===== src/rtl/pipeline_ctrl_unit_pkg.sv =====
// Shared types for the pipeline stall/flush sequencer.
//   pipe_ctrl_state_t : sequencer FSM states
//   stage_ctrl_t      : enable/flush pair that drives one pipeline register
//   stage_ctrl()      : builds a stage_ctrl_t from its two bits
package pipeline_ctrl_unit_pkg;

    typedef enum logic [1:0] {
        RUN      = 2'd0,
        MEM_WAIT = 2'd1,
        DRAIN    = 2'd2,
        HALTED   = 2'd3
    } pipe_ctrl_state_t;

    typedef struct packed {
        logic enable;
        logic flush;
    } stage_ctrl_t;

    function automatic stage_ctrl_t stage_ctrl(input logic enable, input logic flush);
        stage_ctrl_t sc;
        sc.enable = enable;
        sc.flush  = flush;
        return sc;
    endfunction

endpackage


===== src/rtl/pipeline_ctrl_unit_sat_counter.sv =====
// Saturating up-counter used for the stall/flush performance counters.
//   CLK   : system clock, rising edge
//   RST   : synchronous active-high reset, clears the count
//   inc   : add one this cycle unless already at all-ones
//   count : registered count value
module sat_counter #(
    parameter int W = 16
) (
    input  logic         CLK,
    input  logic         RST,
    input  logic         inc,
    output logic [W-1:0] count
);

    logic [W-1:0] count_r;

    // Count register: holds at all-ones instead of wrapping.
    always_ff @(posedge CLK) begin
        if (RST) begin
            count_r <= {W{1'b0}};
        end else if (inc && (count_r != {W{1'b1}})) begin
            count_r <= count_r + {{(W-1){1'b0}}, 1'b1};
        end else begin
            count_r <= count_r;
        end
    end

    assign count = count_r;

endmodule


===== src/rtl/pipeline_ctrl_unit.sv =====
// Central stall/flush sequencer for the 5-stage pipeline.
// Inputs : CLK, RST (sync, active-high), ihit, dhit, dmemREN_EX_MEM,
//          dmemWEN_EX_MEM, memREN_ID_EX, Rt_ID_EX, Rs_IF_ID, Rt_IF_ID,
//          pc_redirect_EX, halt_EX_MEM
// Outputs: pc_enable, enable_/flush_ for IF_ID, ID_EX, EX_MEM, MEM_WB
//          (combinational from state + inputs), halted (sticky, registered),
//          stall_count / flush_count (saturating, registered).
module pipeline_ctrl_unit
    import pipeline_ctrl_unit_pkg::*;
#(
    parameter int CNT_W = 16
) (
    input  logic             CLK,
    input  logic             RST,
    input  logic             ihit,
    input  logic             dhit,
    input  logic             dmemREN_EX_MEM,
    input  logic             dmemWEN_EX_MEM,
    input  logic             memREN_ID_EX,
    input  logic [4:0]       Rt_ID_EX,
    input  logic [4:0]       Rs_IF_ID,
    input  logic [4:0]       Rt_IF_ID,
    input  logic             pc_redirect_EX,
    input  logic             halt_EX_MEM,
    output logic             pc_enable,
    output logic             enable_IF_ID,
    output logic             enable_ID_EX,
    output logic             enable_EX_MEM,
    output logic             enable_MEM_WB,
    output logic             flush_IF_ID,
    output logic             flush_ID_EX,
    output logic             flush_EX_MEM,
    output logic             flush_MEM_WB,
    output logic             halted,
    output logic [CNT_W-1:0] stall_count,
    output logic [CNT_W-1:0] flush_count
);

    pipe_ctrl_state_t state_r;
    pipe_ctrl_state_t next_state_s;
    logic             halted_r;

    logic        mem_req_s;
    logic        load_use_s;
    logic        stall_inc_s;
    logic        flush_inc_s;

    // Outcome of the normal-flow rules (redirect, load-use, imiss, advance).
    logic        run_pc_s;
    stage_ctrl_t run_if_id_s;
    stage_ctrl_t run_id_ex_s;
    stage_ctrl_t run_ex_mem_s;
    stage_ctrl_t run_mem_wb_s;

    // Final per-cycle control.
    logic        pc_s;
    stage_ctrl_t if_id_s;
    stage_ctrl_t id_ex_s;
    stage_ctrl_t ex_mem_s;
    stage_ctrl_t mem_wb_s;

    assign mem_req_s  = dmemREN_EX_MEM | dmemWEN_EX_MEM;
    // $zero is never a real dependency, so a load into r0 never stalls.
    assign load_use_s = memREN_ID_EX & (Rt_ID_EX != 5'd0) &
                        ((Rt_ID_EX == Rs_IF_ID) | (Rt_ID_EX == Rt_IF_ID));

    // Normal-flow rules; also reused for the cycle that ends a memory wait.
    always_comb begin
        run_pc_s     = 1'b1;
        run_if_id_s  = stage_ctrl(1'b1, 1'b0);
        run_id_ex_s  = stage_ctrl(1'b1, 1'b0);
        run_ex_mem_s = stage_ctrl(1'b1, 1'b0);
        run_mem_wb_s = stage_ctrl(1'b1, 1'b0);
        if (pc_redirect_EX) begin
            // Wrong-path instructions in IF and ID are squashed; PC loads the target.
            run_if_id_s = stage_ctrl(1'b1, 1'b1);
            run_id_ex_s = stage_ctrl(1'b1, 1'b1);
        end else if (load_use_s) begin
            // Hold PC and IF_ID, inject a bubble into EX.
            run_pc_s    = 1'b0;
            run_if_id_s = stage_ctrl(1'b0, 1'b0);
            run_id_ex_s = stage_ctrl(1'b1, 1'b1);
        end else if (!ihit) begin
            // Fetch not ready: hold PC, bubble into ID, let older work drain.
            run_pc_s    = 1'b0;
            run_if_id_s = stage_ctrl(1'b1, 1'b1);
        end else begin
            run_pc_s = 1'b1;
        end
    end

    // Top-level control selection and next-state decode.
    always_comb begin
        pc_s         = 1'b0;
        if_id_s      = stage_ctrl(1'b0, 1'b0);
        id_ex_s      = stage_ctrl(1'b0, 1'b0);
        ex_mem_s     = stage_ctrl(1'b0, 1'b0);
        mem_wb_s     = stage_ctrl(1'b0, 1'b0);
        next_state_s = state_r;
        if (RST) begin
            if_id_s      = stage_ctrl(1'b0, 1'b1);
            id_ex_s      = stage_ctrl(1'b0, 1'b1);
            ex_mem_s     = stage_ctrl(1'b0, 1'b1);
            mem_wb_s     = stage_ctrl(1'b0, 1'b1);
            next_state_s = RUN;
        end else begin
            case (state_r)
                RUN: begin
                    if (halt_EX_MEM) begin
                        // Let the instructions ahead of halt retire, squash the rest.
                        if_id_s      = stage_ctrl(1'b0, 1'b1);
                        id_ex_s      = stage_ctrl(1'b0, 1'b1);
                        ex_mem_s     = stage_ctrl(1'b0, 1'b1);
                        mem_wb_s     = stage_ctrl(1'b1, 1'b0);
                        next_state_s = DRAIN;
                    end else if (mem_req_s && !dhit) begin
                        next_state_s = MEM_WAIT;
                    end else begin
                        pc_s     = run_pc_s;
                        if_id_s  = run_if_id_s;
                        id_ex_s  = run_id_ex_s;
                        ex_mem_s = run_ex_mem_s;
                        mem_wb_s = run_mem_wb_s;
                    end
                end
                MEM_WAIT: begin
                    // Dcache owns the arbiter: everything freezes until dhit.
                    if (dhit) begin
                        pc_s         = run_pc_s;
                        if_id_s      = run_if_id_s;
                        id_ex_s      = run_id_ex_s;
                        ex_mem_s     = run_ex_mem_s;
                        mem_wb_s     = run_mem_wb_s;
                        next_state_s = RUN;
                    end else begin
                        next_state_s = MEM_WAIT;
                    end
                end
                DRAIN: begin
                    if_id_s      = stage_ctrl(1'b0, 1'b1);
                    id_ex_s      = stage_ctrl(1'b0, 1'b1);
                    ex_mem_s     = stage_ctrl(1'b0, 1'b1);
                    mem_wb_s     = stage_ctrl(1'b1, 1'b0);
                    next_state_s = HALTED;
                end
                HALTED: begin
                    next_state_s = HALTED;
                end
                default: begin
                    next_state_s = RUN;
                end
            endcase
        end
    end

    // FSM state and sticky halted flag.
    always_ff @(posedge CLK) begin
        if (RST) begin
            state_r  <= RUN;
            halted_r <= 1'b0;
        end else begin
            state_r  <= next_state_s;
            halted_r <= halted_r | (state_r == DRAIN);
        end
    end

    assign stall_inc_s = ~pc_s & (state_r != HALTED) & ~RST;
    assign flush_inc_s = (if_id_s.flush | id_ex_s.flush | ex_mem_s.flush | mem_wb_s.flush) & ~RST;

    sat_counter #(.W(CNT_W)) u_stall_cnt (
        .CLK   (CLK),
        .RST   (RST),
        .inc   (stall_inc_s),
        .count (stall_count)
    );

    sat_counter #(.W(CNT_W)) u_flush_cnt (
        .CLK   (CLK),
        .RST   (RST),
        .inc   (flush_inc_s),
        .count (flush_count)
    );

    assign pc_enable     = pc_s;
    assign enable_IF_ID  = if_id_s.enable;
    assign enable_ID_EX  = id_ex_s.enable;
    assign enable_EX_MEM = ex_mem_s.enable;
    assign enable_MEM_WB = mem_wb_s.enable;
    assign flush_IF_ID   = if_id_s.flush;
    assign flush_ID_EX   = id_ex_s.flush;
    assign flush_EX_MEM  = ex_mem_s.flush;
    assign flush_MEM_WB  = mem_wb_s.flush;
    assign halted        = halted_r;

endmodule

===== config.mk =====
export PLATFORM = sky130hd
export DESIGN_NAME = pipeline_ctrl_unit
export DESIGN_NICKNAME = d
export VERILOG_FILES = /design/src/rtl/pipeline_ctrl_unit_pkg.sv /design/src/rtl/pipeline_ctrl_unit_sat_counter.sv /design/src/rtl/pipeline_ctrl_unit.sv
export SDC_FILE = /design/constraint.sdc
export NUM_CORES = 1
export LEC_CHECK = 0
export ABC_AREA = 1
export ABC_CLOCK_PERIOD_IN_PS = 1700
export CAP_MARGIN = 20
export CORE_UTILIZATION = 60
export DETAILED_ROUTE_END_ITERATION = 8
export DONT_BUFFER_PORTS = 1
export MAX_ROUTING_LAYER = met4
export PLACE_DENSITY = 0.76
export SLEW_MARGIN = 20
export SYNTH_ARGS = -nofsm -noshare
export SYNTH_HDL_FRONTEND = slang
export SYNTH_SLANG_ARGS = --single-unit

===== constraint.sdc =====
create_clock -name CLK -period 1.7 [get_ports CLK]
set_input_delay 0.34 -clock CLK [delete_from_list [all_inputs] [get_ports CLK]]
set_output_delay 0.34 -clock CLK [all_outputs]
set_load 0.01 [all_outputs]

; ---- Yosys cells after proc, flatten, opt, wreduce, memory -nomap -nowiden
; Index checks and enable logic that the tools add are counted.
[totals]
reg_bits = 35
latchBits = 0
ramBits = 0
rom_bits = 0
in_bits = 24
out_inout_bits = 42
elab_cells = 70
memories = 0
[op_classes]
n_addsub = 2
mul = 0
div = 0
order_cmp = 0
n_eq_ne = 9
shifts = 0
mux = 35
bitwise_logic = 13
n_reduce_logical = 7
[ops]
columns = operator, count
row1 = $mux 2, 18
row2 = $add 16x1->16 const B, 2
row3 = $ne 16x16->1 const B, 2
row4 = $pmux 2 s3, 5
row5 = $mux 1, 11
row6 = $eq 5x5->1, 2
row7 = $or 1x1->1, 6
row8 = $and 1x1->1, 5
row9 = $reduce_bool 5->1, 1
row10 = $eq 2x2->1 const B, 2
row11 = $logic_and 1x1->1, 3
row12 = $ne 3x3->1 const B, 1
row13 = $eq 2x1->1 const B, 1
row14 = $logic_not 2->1, 1
row15 = $ne 2x2->1 const B, 1
row16 = $not 1->1, 2
row17 = $pmux 1 s2, 1
row18 = $reduce_or 2->1, 1
row19 = $logic_not 1->1, 1

; ---- Depth between registers and ports, before layout
[logic_depth]
word_depth = 14
ltp_mapped = 14
mapped_depth_nobuf = 14

; ---- By module
; From an unflattened synthesis, not the netlist that was laid out.
[unflattened]
hier_cells = 393
area_unflattened_um2 = 2338.5
[by_module_without_submodules]
columns = module, instances, cells_per_inst, area_each_um2, seq_area_each_um2
row1 = sat_counter, 2, 149, 929.6, 320.3
row2 = pipeline_ctrl_unit, 1, 95, 479.2, 60.1

; ---- Worst setup path before layout
; No wires, ideal clock.
[synth_path]
path_type = register to register
start = reg u_flush_cnt.count_r[0] (netlist: u_flush_cnt.count[0])
end = reg u_flush_cnt.count_r[10] (netlist: u_flush_cnt.count[10])
setup_ps = 141
t_arrival_ps = 1551
t_required_ps = 1559
setup_slack_ps = 9
path_stages_with_launch = 12
n_path_buf = 1
period_less_slack_ps = 1691
cell_sequence = dfxtp_1 -> ha_1 -> nand2_1 -> inv_2 -> nand4_1 -> nor2_2 -> nand3_1 -> nand2_1 -> inv_2 -> buf_2 -> nand3_1 -> a21oi_2
[synth_via]
elab_chain_len = 2
word_cells_on_any_way = 3
cone_classes = add/sub: 1 / eq/ne: 1 / reduce/logical: 1
[synth_rtl]
columns = element, line
row1 = from (decl), pipeline_ctrl_unit_sat_counter.sv:15  ; logic [W-1:0] count_r;
row2 = from (signal assigned), pipeline_ctrl_unit_sat_counter.sv:20  ; count_r <= {W{1'b0}};
row3 = from (signal assigned), pipeline_ctrl_unit_sat_counter.sv:22  ; count_r <= count_r + {{(W-1){1'b0}}, 1'b1};
row4 = from (signal assigned), pipeline_ctrl_unit_sat_counter.sv:24  ; count_r <= count_r;
row5 = "parallel branches: the longest is 2 deep, another holds $add 16x1->16", --
; Several ways; the timed one is not identified.
; A chain may end at the register's enable or synchronous reset.

; ---- Worst setup path in the final report
[layout_path]
start = reg state_r[0]
end = out enable_IF_ID
[layout_via]
elab_chain_len = 3
word_cells_on_any_way = 5
cone_classes = eq/ne: 2 / mux: 2 / reduce/logical: 1
[layout_rtl]
columns = element, line
row1 = from (decl), pipeline_ctrl_unit.sv:39  ; pipe_ctrl_state_t state_r;
row2 = from (signal assigned), pipeline_ctrl_unit.sv:162  ; state_r <= next_state_s;
row3 = "$eq 2x2->1, or another cell as far along", pipeline_ctrl_unit.sv:107  ; case (state_r)
row4 = $pmux 2 s3 (*), pipeline_ctrl_unit.sv:107
row5 = $mux 2 (*), pipeline_ctrl_unit.sv:100  ; if (RST) begin
row6 = to (decl), pipeline_ctrl_unit.sv:26  ; output logic enable_IF_ID,
; Mark *: on every way between the ends. The rest lies on a longest branch, timed or not.

==> flow_summary_export.csv <==
group,metric,value,unit
synth,ys_types,32,
power_and_ir_drop,p_switching,0.000554,W
layout,mostFrequentLayoutCells,"75 x nand2_1, 34 x inv_1, 34 x buf_4",
place,routabilityCongestion,0.925,
clocking,cts_tree,"yes",
timing,post-route-period-util,99.0,%
clocking,cts_hold_repair.buffers,0,
place,io_buffers,0,
route,antenna_left,0,
synth,synth_seq_cells,35,
synth,ys.flop_type,"dfxtp_1",
layout,fillCellCount,295,
synth,synth_area,2470,sq um
route,dr.pass1.iters,5,
clocking,insertion_delay,0.29,ns
floorplan,die-area,4380,sq um
timing,hold_violations,0,
route,drt-total-wl,5.86,mm
synth,syn_nets,384,
power_and_ir_drop,pwr-share-clk,33.9,%
run_status,status,"finished clean",
route,wire_per_inst,13.4,um
clocking,cts_root_buf,"clkbuf_8",
synth,synth_area_per_cell,6.90,sq um
global_route,grt_pass1_wl,9.29,mm
setup_path,worstSetupPathType,"flip-flop to primary output",
clocking,clk_pin_slew_worst_paths,0.07,ns
synth,synth_edf_count,0,
setup_path,slowest_stage,"dfxtp_4",
setup_path,cp.arrival,1.34,ns
timing,slew_violations,0,
layout,mostFrequentLayoutCell,"nand2_1",
floorplan,row_count,22,
clocking,cts_buffers,5,
power_and_ir_drop,p_comb_share,19.6,%
route,vias,2419,
synth,ys_warn_count,0,
setup_path,endpoint_kind,"primary output",
power_and_ir_drop,p_leak,1.23,nW
timing,setup_viol,0,
global_route,grt_pass1_vias,2233,
place,placed_area,2720,sq um
route,drtIter0Drc,249,
floorplan,io_pins,66,
setup_path,cp_max_fo,4,
power_and_ir_drop,internal_power,0.00131,W
layout,final_nets,416,
power_and_ir_drop,peakVddDrop,0.385,mV
setup_path,critPathMaxStageDelay,0.37,ns
synth,ys_seq_area_share,28.4,%
timing,grt_setup_unrepaired,"true",
setup_path,crit_family,"flip-flops",
route,drcViolationCount,0,
floorplan,core,3800,sq um
floorplan,dieWidth,66.2,um
power_and_ir_drop,p_sw_share,29.8,%
floorplan,start_util,65.0,%
global_route,antenna_found_initial,0,
global_route,grt_max_degree,40,
synth,async_flop_share,0,%
route,drt-vias-per-instance,5.52,
power_and_ir_drop,totalPowerFinal,0.00186,W
setup_path,critical_path_required,1.36,ns
clocking,cts_max_path_buffers,2,
layout,diodes,0,
global_route,grtUsageTotal,27.9,%
layout,syn2layout_area_growth,18.0,%
layout,design_area,2910,sq um
timing,slew_headroom,76.4,%
global_route,grt_overflow_total,0,
timing,fin_skew,0.00711,ns
clocking,htreeDepth,2,
timing,fmax,594,MHz
power_and_ir_drop,powerDensity,638,nW/um^2
setup_path,crit_buf_inv,2,
setup_path,start_kind,"flip-flop",
place,dpl.hpwl,4.10,mm
flow_run,cap_viol_max_count,0,
floorplan,die_h,66.2,um
layout,drive_above_1_share,26.9,%
clocking,clkSinkCount,35,
setup_path,crit_chain,"nor2_4 > nand3b_4 > a21oi_4 > buf_6 > nand2_2 > inv_2",
min_path,min-delay-path-class,"primary input to flip-flop",
timing,tightest_slew,0.351,ns
timing,finalCriticalPeriod,1.68,ns
power_and_ir_drop,seq_power_share,46.6,%
synth,syn-instance-count,358,
[cell type report]
| class | instances | area (sq um) | area share [%] |
|---|---|---|---|
| clock buffers | 6 | 82.6 | 2.83 |
| inverters | 46 | 175 | 6.01 |
| repair buffers | 37 | 307 | 10.5 |
| flip-flops and latches | 35 | 711 | 24.4 |
| well taps | 48 | 60.1 | 2.06 |
| multi-input cells | 265 | 1570 | 54.0 |
| clock inverters | 1 | 5.00 | 0.172 |
[logic make-up (layout without fill, tap and decap cells)]
family                   count (synthesis)  in the layout  share of synthesized area (%)
flip-flops                              35             35                           28.4
XOR/XNOR                                29             29                           10.3
AO/OA/AOI/OAI                           40             40                           10.9
AND/OR/NAND/NOR                        193            194                           38.9
adder cells (fa/ha/maj)                  2              2                           1.01
buffers and inverters                   59             90                           10.5
[registers in the layout (all words and copies together) (netlist names)]
signal,flops
halted,1
state_r,2
u_flush_cnt.count,16
u_stall_cnt.count,16
[cells in the mapped netlist, types with 2 or more instances]
| cell | number | area, sq um |
|---|---|---|
| a21oi_1 | 26 | 130 |
| a21oi_2 | 10 | 87.6 |
| buf_2 | 3 | 15.0 |
| buf_4 | 3 | 22.5 |
| clkbuf_1 | 5 | 18.8 |
| dfxtp_1 | 35 | 701 |
| ha_1 | 2 | 25.0 |
| inv_1 | 36 | 135 |
| inv_2 | 9 | 33.8 |
| nand2_1 | 81 | 304 |
| nand2_2 | 10 | 62.6 |
| nand3_1 | 33 | 165 |
| nand3_4 | 4 | 70.1 |
| nand4_1 | 23 | 144 |
| nor2_1 | 28 | 105 |
| nor2_4 | 2 | 22.5 |
| nor3_1 | 6 | 30.0 |
| xnor2_1 | 15 | 131 |
| xor2_1 | 14 | 123 |
[per-stage QoR]
step / setup WS (ns) / setup TNS [ns] / std cells / util (%) / hold slack, ns
after floorplan: 0.00876 / 0 / 358 / - / 0.474
after CTS: -0.0174 / -0.0174 / 435 / 74.7 / 0.102
after global placement: 0.118 / 0 / 427 / 71.7 / 0.410
after detailed placement: 0.0730 / 0 / 427 / 71.7 / 0.409
final: 0.0165 / 0 / 438 / 76.7 / 0.114
after global routing: -0.0427 / -0.0803 / 438 / 76.7 / 0.0938
[power by group through the flow]
stage | clock network, W | registers, W | logic (W)
final | 0.000630 | 0.000866 | 0.000365
after global routing | 0.000677 | 0.000870 | 0.000397
after CTS | 0.000633 | 0.000864 | 0.000338
after detailed placement | 0 | 0.000882 | 0.000324
after global placement | 0 | 0.000881 | 0.000319
after floorplan | 0 | 0.000895 | 0.000255
[final timing paths]
path,from,to,slack [ns],cells past startpoint
max reg2reg,u_flush_cnt.count[6],u_flush_cnt.count[2],0.09,10
min,RST,state_r[1],0.11,1
min reg2reg,halted,halted,0.49,2
max,state_r[0],enable_IF_ID,0.02,6
[timing repair]
action / CTS / global route
hold endpoints to repair: 0 / 0
setup endpoints to repair: 5 / 32
gates resized for setup: 8 / 15
cloned: 0 / 1
setup buffers: 1 / 2
pin swaps: 3 / 7
[layer usage]
layer / part of all wire [%] / global-route usage [%] / up-vias / wire [um]
li1: - / - / 1228 / -
met1: 41 / 30.2 / 1094 / 2420
met2: 51 / 48.6 / 91 / 2990
met3: 6.7 / 8.10 / 6 / 390
met4: 1.1 / 9.84 / 0 / 66
met5: 0 / - / - / 0
Power figures use the tool's default switching activity.
